===== config.mk =====
export PLATFORM = sky130hd
export DESIGN_NAME = exception_ctrl
export DESIGN_NICKNAME = d
export VERILOG_FILES = /design/src/rtl/exception_ctrl.sv
export SDC_FILE = /design/constraint.sdc
export NUM_CORES = 1
export LEC_CHECK = 0
export ABC_AREA = 1
export CORE_ASPECT_RATIO = 1.2
export CORE_MARGIN = 3
export CORE_UTILIZATION = 43
export CTS_CLUSTER_DIAMETER = 100
export CTS_CLUSTER_SIZE = 12
export DETAILED_ROUTE_END_ITERATION = 7
export PLACE_DENSITY_LB_ADDON = 0.1
export SYNTH_ARGS = -nofsm -noshare
export SYNTH_HDL_FRONTEND = slang
export SYNTH_SLANG_ARGS = --single-unit

===== constraint.sdc =====
create_clock -name clk -period 5.5 [get_ports clk]
set_clock_uncertainty 0.05 [all_clocks]
set_input_delay 0.825 -clock clk [delete_from_list [all_inputs] [get_ports clk]]
set_output_delay 0.825 -clock clk [all_outputs]
set_load 0.005 [all_outputs]

===== src/rtl/exception_ctrl.sv =====
// Exception/interrupt controller: captures cause and return PC, then issues
// one-cycle fetch redirects to the handler vector (take) or back to ERR (eret).
module exception_ctrl #(
  parameter int unsigned N    = 64,
  parameter logic [N-1:0] VBAR = 64'h0000_0000_0000_D800
) (
  input  logic         clk,
  input  logic         reset,
  input  logic         ExcInvOp_i,
  input  logic         ExcMemAbort_i,
  input  logic         ExtIRQ_i,
  input  logic         ERet_i,
  input  logic [N-1:0] ExcPC_i,
  output logic         EProc_F,
  output logic [N-1:0] EVAddr_F,
  output logic         Flush,
  output logic         ExcAck,
  output logic [N-1:0] ERR,
  output logic [3:0]   ESR,
  output logic         InHandler
);

  localparam logic [3:0] ESR_NONE  = 4'b0000;
  localparam logic [3:0] ESR_INVOP = 4'b0001;
  localparam logic [3:0] ESR_ABORT = 4'b0010;
  localparam logic [3:0] ESR_IRQ   = 4'b0011;
  localparam logic [3:0] ESR_DBL   = 4'b1111;

  typedef enum logic [1:0] {
    IDLE    = 2'd0,
    TAKE    = 2'd1,
    HANDLER = 2'd2,
    RETURN  = 2'd3
  } state_t;

  state_t         state, state_n;
  logic [N-1:0]   err_n;
  logic [3:0]     esr_n;
  logic           eproc_n;
  logic [N-1:0]   evaddr_n;
  logic           ack_n;
  logic           inhandler_n;

  // Handler entry address for a given syndrome; offsets wrap at N bits.
  function automatic logic [N-1:0] vec_addr(input logic [3:0] cause);
    logic [N-1:0] addr;
    case (cause)
      ESR_IRQ: addr = VBAR + N'(12'h080);
      ESR_DBL: addr = VBAR + N'(12'h100);
      default: addr = VBAR;
    endcase
    return addr;
  endfunction

  // Highest-priority pending cause seen from IDLE (abort > invop > irq).
  function automatic logic [3:0] pick_cause(input logic abort, input logic invop,
                                            input logic irq);
    logic [3:0] c;
    if (abort)      c = ESR_ABORT;
    else if (invop) c = ESR_INVOP;
    else if (irq)   c = ESR_IRQ;
    else            c = ESR_NONE;
    return c;
  endfunction

  // State register.
  always_ff @(posedge clk or posedge reset) begin
    if (reset) state <= IDLE;
    else       state <= state_n;
  end

  // Next state, next ERR/ESR and the Moore outputs of the next state.
  always_comb begin
    state_n = state;
    err_n   = ERR;
    esr_n   = ESR;
    unique case (state)
      IDLE: begin
        if (ExcMemAbort_i || ExcInvOp_i || ExtIRQ_i) begin
          err_n   = ExcPC_i;
          esr_n   = pick_cause(ExcMemAbort_i, ExcInvOp_i, ExtIRQ_i);
          state_n = TAKE;
        end
      end
      TAKE: state_n = HANDLER;
      HANDLER: begin
        // IRQs are masked here; a sync exception beats a simultaneous ERET.
        if (ExcMemAbort_i || ExcInvOp_i) begin
          esr_n   = ESR_DBL;
          state_n = TAKE;
        end else if (ERet_i) begin
          state_n = RETURN;
        end
      end
      RETURN: state_n = IDLE;
      default: state_n = IDLE;
    endcase

    eproc_n     = (state_n == TAKE) || (state_n == RETURN);
    inhandler_n = (state_n != IDLE);
    ack_n       = (state_n == TAKE) && (esr_n == ESR_IRQ);
    evaddr_n    = '0;
    if (state_n == TAKE)        evaddr_n = vec_addr(esr_n);
    else if (state_n == RETURN) evaddr_n = err_n;
  end

  // Registered outputs and saved exception context.
  always_ff @(posedge clk or posedge reset) begin
    if (reset) begin
      ERR       <= '0;
      ESR       <= ESR_NONE;
      EProc_F   <= 1'b0;
      EVAddr_F  <= '0;
      Flush     <= 1'b0;
      ExcAck    <= 1'b0;
      InHandler <= 1'b0;
    end else begin
      ERR       <= err_n;
      ESR       <= esr_n;
      EProc_F   <= eproc_n;
      EVAddr_F  <= evaddr_n;
      Flush     <= eproc_n;
      ExcAck    <= ack_n;
      InHandler <= inhandler_n;
    end
  end

endmodule

==> run metrics, run 1 <==
postcts setup bufs=0; Final Non-Filler Cells=900; first-pass GRT wire length=21.0 mm; layout cells sized above 1=0.0509; CTS max path bufs=2; final hold vios=0; Top FF cell, synth=dfrtp_1; CTS Sinks=137; flops & latches, synth=137; Peak supply drop=375 uV; crit-path cells=clkdlybuf4s50_1 -> nor2_1 -> nand2_2 -> nand2_4 -> buf_4 -> nand2_1 -> nand3_1 -> nand2_1; Min Hold Slack=0.468 ns; final wirelength=12.8 mm; FFs w/ async S/R, synth=1.00; 1st-iter DRT viols=111; # Max-Cap Violations=0; largest net degree at the start of global routing=92; routed vias=4,018; Unique masters post-synth=18; chip height=125 microns; Critical Path RT=5.74 ns; Area Overhead vs Synth=56.0%; Setup CP Type=in2reg; DRC=0; CP delay by family, top=simple AND/OR/NAND/NOR gates; final setup fails=0; Leakage=4.00 nW; CP max-delay cell=nand2_4; Bufs and invs on worst path=2; synthesized area per cell=9.65 sq um; Synthesized Nets=595; fin util=0.703; grt total ovfl=0; Tot Pwr=4.28 mW; Inserted Clock Buffers=17; kind of start point of the critical path=primary input; vias in the first global route=4,108; post-route setup TNS=0 ns; Boundary Pins=206; chip width=105 microns; H-tree levels=4; Placed Cells=868; CP peak stage delay=0.67 ns; Layout fillers=882; most common cell after layout, fill and taps aside=clkdlybuf4s50_1; Hold Path Depth=2; most frequent cells in the layout=clkdlybuf4s50_1 (205), dfrtp_1 (137), inv_1 (134); initial core utilization=0.451; Port Buffer Count=205; hold buffers post-CTS=0; Die ar.=13,100 sq um; design area=7910 sq um; Placer Congestion=0.836; nets@finish=803; crit end category=register; cell area after synthesis=5070 sq um; GRT Util Overall=0.204; Worst R2R Path Depth=6; Clock Latency Late Sink=0.40 ns; Arr. time, crit path=3.04 ns; Final min period=2.80 ns; antenna cell count=0; Placed Area=7250 sq um; via density per instance=4.46; setup ws final=2.70 ns; Crit path top cell by count=nand2_1; Post-Syn Instances=525; Routed Antenna Nets=0; Worst Hold Class=reg2reg; first-pass detailed-route iteration total=5; Max Fclk=0.357 GHz; cts repair resizes=0; CTS root buf=clkbuf_16; core area=11,200 sq um; clock slew at reported path FFs=0.06 ns; DR WL/cell=14.2 microns; Slew Limit Fails=0; status=complete, no violations; Worst-Margin Slew=0.902 ns; Yosys warnings=0; cell row count=42; initial antenna violation count=1; PwrDens=541 nW/um^2; CTS tree=yes; period utilization=0.509; Post-synth EDFFs=0; RSZ-0062 raised after global routing=no; Slew HR=0.399; DP Wirelength=9.21 mm; CP max FO=91; Worst path depth=8; pre-CTS WS=2.24 ns; register area share after synthesis=0.676
[state kept, by name, summed over array words and instances (netlist names)]
| register | flops |
|---|---|
| state | 2 |
| ERR | 64 |
| ESR | 4 |
| InHandler | 1 |
| EVAddr_F | 64 |
| ExcAck | 1 |
| Flush | 1 |
[worst paths after layout]
kind | slack [ns] | start | to
worst max-delay path | 2.70 | ExcMemAbort_i | EVAddr_F[12]
worst min-delay path | 0.47 | ESR[2] | ESR[2]
worst max register to register | 3.33 | state[0] | EVAddr_F[12]
worst min register to register | 0.47 | ESR[2] | ESR[2]
max in group asynchronous | 3.61 | reset | EVAddr_F[55]
min in group asynchronous | 0.75 | reset | EVAddr_F[51]
[layer usage]
layer / up-vias / wire length [microns] / track usage
li1: 1952 / - / -
met1: 1888 / 4850 / 0.231
met2: 164 / 6630 / 0.350
met3: 12 / 1230 / 0.0912
met4: 2 / 103 / 0.0533
met5: - / 7 / 0
[cell usage after synthesis (2+ instances only)]
| cell type | number | area share |
|---|---|---|
| dfrtp_1 | 137 | 0.68 |
| inv_1 | 135 | 0.10 |
| nand2_1 | 77 | 0.057 |
| nor2_1 | 63 | 0.047 |
| o21ai_1 | 58 | 0.057 |
| buf_2 | 12 | 0.012 |
| nand3_1 | 10 | 0.0099 |
| and2_1 | 6 | 0.0074 |
| nand3b_1 | 6 | 0.0089 |
| buf_4 | 5 | 0.0074 |
| clkbuf_1 | 4 | 0.0030 |
| o21ai_0 | 4 | 0.0039 |
| nand2_2 | 2 | 0.0025 |
| nand4_1 | 2 | 0.0025 |
[power by group]
| part | total (mW) | internal (mW) | switching [mW] |
|---|---|---|---|
| sequential | 1.48 | 1.32 | 0.162 |
| combinational | 1.54 | 0.782 | 0.754 |
| clock | 1.26 | 0.853 | 0.410 |
| total | 4.28 | 2.95 | 1.33 |
[cells by family (layout without fill, tap and decap cells)]
logic type,Yosys count,count (layout),synth area share
and+or+nand+nor,167,167,0.137
buffers and inverters,157,378,0.123
DFF,137,137,0.676
AOI/OAI and AO/OA,64,64,0.0637
[worst register-to-register path: cells and delay by family, from the launching register on]
| kind | cells | cell delay (ns) |
|---|---|---|
| simple gates | 5 | 1.06 |
| flops | 1 | 0.45 |
| buf+inv | 1 | 0.50 |
[area by class of cell]
cell class	instances	area (sq um)	share of cell area
timing repair buffer	210	2090	0.264
sequential	137	3430	0.434
inverter	136	513	0.0649
tap	154	193	0.0244
multi-input combinational	231	1020	0.129
clock buffer	21	440	0.0557
clock inverter	11	219	0.0277
Power figures use the tool's default switching activity.
==> run 2, diff against run 1 <==
- CORE_UTILIZATION: 43 -> 39
- clock period: 5.5 -> 2.4 ns (I/O delays scaled with it)
==> run metrics, run 2 (synthesis results as in run 1) <==
reg2reg setup slack=0.73 ns (-2.60 ns); GRT Util Overall=0.181 (-0.0228); 1st-iter DRT viols=190 (+71%); Min Hold Slack=0.391 ns (-0.0777 ns); CTS tree=yes; met1 GRT Util=0.209 (-0.0220); final hold vios=0 (unchanged); Inserted Clock Buffers=17 (unchanged); # Max-Cap Violations=0 (unchanged); nets@finish=805 (+0.25%); RSZ-0062 raised after global routing=no; CTS Sinks=137 (unchanged); DP Wirelength=8.90 mm (-3.4%); Top Registers=ERR (64), EVAddr_F (64), ESR (4); Setup CP Type=in2reg; kind of start point of the critical path=primary input; pre-CTS WS=0.270 ns (-1.97 ns); DRC=0 (unchanged); Slew HR=0.715 (+0.317); met3 GRT Util=0.0722 (-0.0190); most common cell after layout, fill and taps aside=clkdlybuf4s50_1; Placer Congestion=0.799 (-4.5%); largest net degree at the start of global routing=82 (-11%); grt total ovfl=0 (unchanged); DR WL/cell=14.0 microns (-1.8%); Area Overhead vs Synth=57.5%; design area=7990 sq um (+1.0%); via density per instance=4.38 (-1.9%); Port Buffer Count=205 (unchanged); post-route setup TNS=0 ns (unchanged); Routed Antenna Nets=0 (unchanged); vias in the first global route=4,045 (-1.5%); Worst Setup SP=ExcMemAbort_i; PwrDens=1230 nW/um^2 (+130%); M2 GR Usage=0.308 (-0.0424); Worst-Margin Slew=0.427 ns (-0.475 ns); Peak supply drop=660 uV (+76%); reg2reg start=state[1]; CTS root buf=clkbuf_16; initial antenna violation count=0 (-1); period utilization=0.736; Clock Latency Late Sink=0.40 ns (about the same); Final Non-Filler Cells=910 (+1.1%); cell row count=45 (+7.1%); chip height=131 microns (+4.8%); Worst Hold Class=in2async; final wirelength=12.7 mm (-0.73%); most frequent cells in the layout=clkdlybuf4s50_1 (205), dfrtp_1 (137), inv_1 (134); core area=12,700 sq um (+13%); antenna cell count=0 (unchanged); Placed Cells=880 (+1.4%); postcts setup bufs=0 (unchanged); Tot Pwr=9.80 mW (+130%); layout cells sized above 1=0.0563 (+0.00536); Arr. time, crit path=1.98 ns (-1.06 ns); chip width=110 microns (+4.7%); initial core utilization=0.400 (-0.0506); first-pass detailed-route iteration total=4 (-1); crit end category=register; first-pass GRT wire length=19.8 mm (-5.4%); hold buffers post-CTS=0 (unchanged); CP max FO=46 (-49%); Die ar.=14,400 sq um (+9.7%); final setup fails=0 (unchanged); setup ws final=0.634 ns (-2.07 ns); Critical Path RT=2.61 ns (-3.13 ns); Top Usage Layer GRT=met2; fin util=0.630 (-0.0726); clock slew at reported path FFs=0.06 ns (about the same); routed vias=3,985 (-0.82%); Final min period=1.77 ns; H-tree levels=4 (unchanged); Slew Limit Fails=0 (unchanged); status=complete, no violations; Placed Area=7340 sq um (+1.3%); cts repair resizes=0 (unchanged); CTS max path bufs=2 (unchanged); Max Fclk=0.566 GHz; Leakage=4.03 nW (+0.87%); Boundary Pins=206 (unchanged)
-- run 2: changes by cell type in the layout (fill, tap and decap cells not counted) --
| cell | previous run | this run |
|---|---|---|
| buf_12 | 0 | 5 |
| clkbuf_1 | 4 | 0 |
| buf_4 | 5 | 2 |
| clkbuf_8 | 0 | 2 |
| bufinv_16 | 6 | 5 |
| clkinv_2 | 1 | 2 |
| clkinv_4 | 2 | 3 |
| inv_4 | 1 | 0 |
-- run 2: final timing paths --
path / end / depth (start not counted)
max in group asynchronous: ERR[63] / 3
max: EVAddr_F[48] / 8
min in group clk: ESR[2] / 2
min reg2reg: ESR[2] / 2
min: EVAddr_F[42] / 3
max reg2reg: EVAddr_F[53] / 5
-- run 2: layout make-up --
cell class | instances | area [sq um]
Clock buffer | 19 | 453
Clock inverter | 11 | 195
Fill cell | 1072 | 4680
Inverter | 136 | 514
Multi-Input combinational cell | 231 | 1020
Sequential cell | 137 | 3430
Tap cell | 164 | 205
Timing Repair Buffer | 212 | 2170
-- run 2: power breakdown --
group	switching (mW)	internal [mW]	total, mW
clock	0.931	1.89	2.82
sequential	0.367	3.02	3.38
combinational	1.73	1.87	3.60
total	3.02	6.78	9.80
-- run 2: worst max-delay path, stage by stage --
cell and delay, ns:
clkdlybuf4s50_1 0.44, nor2_1 0.19, nand2_2 0.15, nand2_4 0.28, buf_12 0.26, nand2_1 0.08
o21ai_1 0.11, nor2_1 0.08
-- run 2: routing by layer --
layer / wire length, microns / vias to the layer above
met3: 1250 / 10
met2: 6310 / 141
met4: 123 / 0
met1: 5050 / 1886
li1: - / 1948
met5: 0 / -
